<file path="src/rtl/prefix_adder8.sv">
// prefix_adder8: registered 8-bit Kogge-Stone adder with carry, overflow and zero flags.
module prefix_adder8 (
  input  logic       clk,
  input  logic       reset,
  input  logic [7:0] a,
  input  logic [7:0] b,
  input  logic       cin,
  output logic [7:0] y,
  output logic       cout,
  output logic       overflow,
  output logic       zero
);
  logic [3:0][8:0] gk;
  logic [3:0][8:0] pk;
  logic [7:0] c;
  logic [7:0] s;
  logic       co;
  assign gk[0] = {a & b, cin};
  assign pk[0] = {a ^ b, 1'b0};
  // Position 0 carries cin; position i+1 holds bit i, so gk[3][i] is the carry into bit i.
  for (genvar l = 0; l < 3; l++) begin : lv
    for (genvar j = 0; j < 9; j++) begin : bt
      if (j >= (1 << l)) begin : op
        assign gk[l+1][j] = gk[l][j] | (pk[l][j] & gk[l][j-(1<<l)]);
        assign pk[l+1][j] = pk[l][j] & pk[l][j-(1<<l)];
      end else begin : pass
        assign gk[l+1][j] = gk[l][j];
        assign pk[l+1][j] = pk[l][j];
      end
    end
  end
  assign c  = gk[3][7:0];
  assign s  = pk[0][8:1] ^ c;
  assign co = gk[0][8] | (pk[0][8] & c[7]);
  always_ff @(posedge clk) begin
    if (reset) begin
      y        <= 8'h00;
      cout     <= 1'b0;
      overflow <= 1'b0;
      zero     <= 1'b1;
    end else begin
      y        <= s;
      cout     <= co;
      overflow <= c[7] ^ co;
      zero     <= ~|s;
    end
  end
endmodule

</file>
<file path="config.mk">
export PLATFORM = sky130hd
export DESIGN_NAME = prefix_adder8
export DESIGN_NICKNAME = d
export VERILOG_FILES = /design/src/rtl/prefix_adder8.sv
export SDC_FILE = /design/constraint.sdc
export NUM_CORES = 1
export LEC_CHECK = 0
export ABC_AREA = 1
export CAP_MARGIN = 20
export CORE_ASPECT_RATIO = 1.75
export CORE_UTILIZATION = 30
export CTS_BUF_LIST = sky130_fd_sc_hd__clkbuf_4
export DETAILED_ROUTE_END_ITERATION = 8
export PLACE_DENSITY_LB_ADDON = 0.05
export SLEW_MARGIN = 20
export SYNTH_ARGS = -nofsm -noshare
export SYNTH_HDL_FRONTEND = slang
export SYNTH_SLANG_ARGS = --single-unit
</file>
<file path="constraint.sdc">
create_clock -name clk -period 2.45 [get_ports clk]
set_input_delay 0.3675 -clock clk [delete_from_list [all_inputs] [get_ports clk]]
set_output_delay 0.3675 -clock clk [all_outputs]
set_load 0.01 [all_outputs]
</file>
==> reports/metrics.yaml, run 1 <==
clock_network:
  cts-root-buf: "clkbuf_4"
  clockBufferDepth: 2
  cts_tree: "done"
  numCtsBuffers: 3
  path_clk_slew_ns: 0.07
  h-tree-depth: 1
  cts_hold_buf: 0
  clock_sinks: 11
synth:
  synth_cells: 113
  synth.top_cell.area_share_pct: 28.4
  yosys.area_share.xor_xnor_pct: 0
  synth-simple-area-share_pct: 37.5
  yosysWarnings: 0
  synth_compound_area_share_pct: 4.52
  seq_area_frac_synth_pct: 28.4
  synth_top_family_by_area: "simple AND/OR/NAND/NOR gates"
  ys_types: 16
  synthAdderAreaFrac_pct: 16.5
  synth_top_area_cell: "dfxtp_1"
  syn_area_um2: 774
  synth_nets: 141
  synthMuxAreaShare_pct: 0
  synthTopCellsByArea: "dfxtp_1 28%, nand2_1 13%, ha_1 11%"
  ys_ff_latch: 11
  syn_avg_cell_area_um2: 6.85
drt:
  num_vias: 775
  drt-pass1-iter-count: 4
  wl_um: 1570
  drc_errors: 0
  wl_per_cell_um: 8.61
  via_per_inst: 4.26
  drtAntennaViolNets: 0
  drt_iter0_drc: 5
status:
  status: "finished, final reports clean"
cells_and_area:
  n_antenna_cell: 0
  area_delta_synth_final_pct: 56.4
  fin_area_mm2: 0.00121
  final_net_count: 185
  instances_no_fill: 182
  layout-drive-gt1-share_pct: 21.2
  nFillCells: 259
  postLayoutCoreUtil_pct: 49.2
setup_path:
  cp-end-kind: "flop"
  critPathLaunch: "a[1]"
  criticalPathCategory: "primary input to flop"
  cp-endpoint: "zero"
  worst-path-max-fanout: 2
  worstPathArrival_ns: 2.52
  critPathLaunchType: "primary input"
  crit_required_ns: 2.65
power_and_ir_drop:
  power.density_mw_per_mm2: 470
  p_leak_nw: 0.631
  ir_drop_mv: 0.148
timing:
  holdWs_ns: 0.672
  setup_viol: 0
  fmax_mhz: 432
  hold_viol_final: 0
  rsz0062_at_grt: "false"
  min_period_ns: 2.32
  slew_headroom_pct: 76.0
  post-route-period-util_pct: 94.5
  drv_slew: 0
  tightestPinTransition_ns: 0.359
floorplan:
  rows: 24
  die_x_um: 40.4
  fp.dieH_um: 69.2
  core-area_mm2: 0.00246
  io_pins: 30
  start_util_pct: 31.5
  die_area_mm2: 0.00280
run:
  drv_cap: 0
global_route:
  grt_max_degree: 11
  grt_first_pass_wirelength_um: 2700
  grt_pass1_vias: 707
  grt_overflow_total: 0
  grt_usage_pct: 13.2
  grt_antenna_before_repair: 0
place:
  detailed_place.area_mm2: 0.00115
  io_buffers: 29
  post-dp-hpwl_um: 1360
  dp_cells: 176
  gp_congestion: 0.742
worst_hold_path:
  hold_class: "primary input to flop"
==> cells by family after synthesis <==
family | count (synthesis)
and+or+nand+nor | 61
buffers and inverters | 25
DFF | 11
adders and majority gates | 9
AOI/OAI and AO/OA | 7
==> synth_stat cells, drive strengths merged <==
cell	instances
a21oi	7
and2	1
buf	1
clkinv	1
dfxtp	11
fa	2
ha	7
inv	23
nand2	34
nand3	11
nor2	14
or2	1
==> layer usage <==
layer  GRT usage [%]  routed length, um  vias to the layer above
li1                -                  -                      425
met1            14.7                589                      324
met2            22.2                880                       22
met3           0.962                 63                        4
met4            7.78                 34                        0
met5               0                  0                        -
==> through the flow <==
stage	setup TNS, ns	worst slack (ns)	power [mW]
5_1_grt	0	0.00543	0.617
3_3_place_gp	-0.727	-0.490	0.437
6_report	0	0.134	0.569
2_1_floorplan	0	0.189	0.335
4_1_cts	0	0.110	0.575
3_5_place_dp	-0.878	-0.528	0.439
==> power by group <==
part / total [mW] / switching, mW / internal (mW)
Combinational: 0.236 / 0.109 / 0.127
Clock: 0.131 / 0.0566 / 0.0740
Sequential: 0.202 / 0.00428 / 0.198
==> layout by cell type (no fill, tap or decap), drive strengths merged <==
cell,n
dfxtp,11
a21oi,7
or2,1
buf,11
nand3,11
clkdlybuf4s15,1
ha,7
clkdlybuf4s50,26
fa,2
inv,23
clkinv,1
nand2,34
dlygate4sd2,2
nor2,14
and2,1
clkbuf,4
==> critical path, cell delays in order <==
cell and delay (ns):
clkdlybuf4s50_1 0.41, ha_1 0.29, nand2_1 0.08, nand2_2 0.08, nand3_2 0.08, nand2_2 0.08
nand2_2 0.05, nand2_2 0.06, inv_1 0.05, fa_1 0.51, nand2_1 0.06, nor2_1 0.12
nand3_2 0.08, nor2_1 0.10, nand2_1 0.05, nand2_1 0.06
==> what timing repair did <==
item	4_1_cts	5_1_grt
endpoints found under the setup margin	1	1
resized for setup	5	5
pin swaps	5	4
setup buffers	1	1
==> registers in the layout (all words and copies together), names as in the netlist <==
signal,cells
cout,1
overflow,1
y,8
zero,1
==> worst min path at each step <==
stage | from | endpoint | slack, ns | cells past startpoint
floorplan | reset | cout | 0.55 | 2
global placement | y[3] | y[3] | 1.10 | 1
detailed placement | zero | zero | 1.10 | 1
CTS | a[0] | y[0] | 0.72 | 4
global route | a[0] | y[0] | 0.70 | 4
finish | a[0] | y[0] | 0.67 | 4
==> layout make-up <==
class	count	area (um2)	area share [%]
multi-input combinational	77	468	38.6
tap	26	32.5	2.69
timing repair buffer	40	370	30.6
clock buffer	4	30.0	2.48
sequential	11	220	18.2
inverter	24	90.1	7.44
No activity file was read; power rests on OpenSTA's default activity.
==> run 2, diff against run 1 <==
--- a/config.mk
+++ b/config.mk
@@ -6,7 +6,7 @@
 export NUM_CORES = 1
 export LEC_CHECK = 0
 export ABC_AREA = 1
-export CAP_MARGIN = 20
+export CAP_MARGIN = 5
 export CORE_ASPECT_RATIO = 1.75
 export CORE_UTILIZATION = 30
 export CTS_BUF_LIST = sky130_fd_sc_hd__clkbuf_4
==> results of run 2 <==
The final DEF is identical to that of run 1; final timing and power are the same.
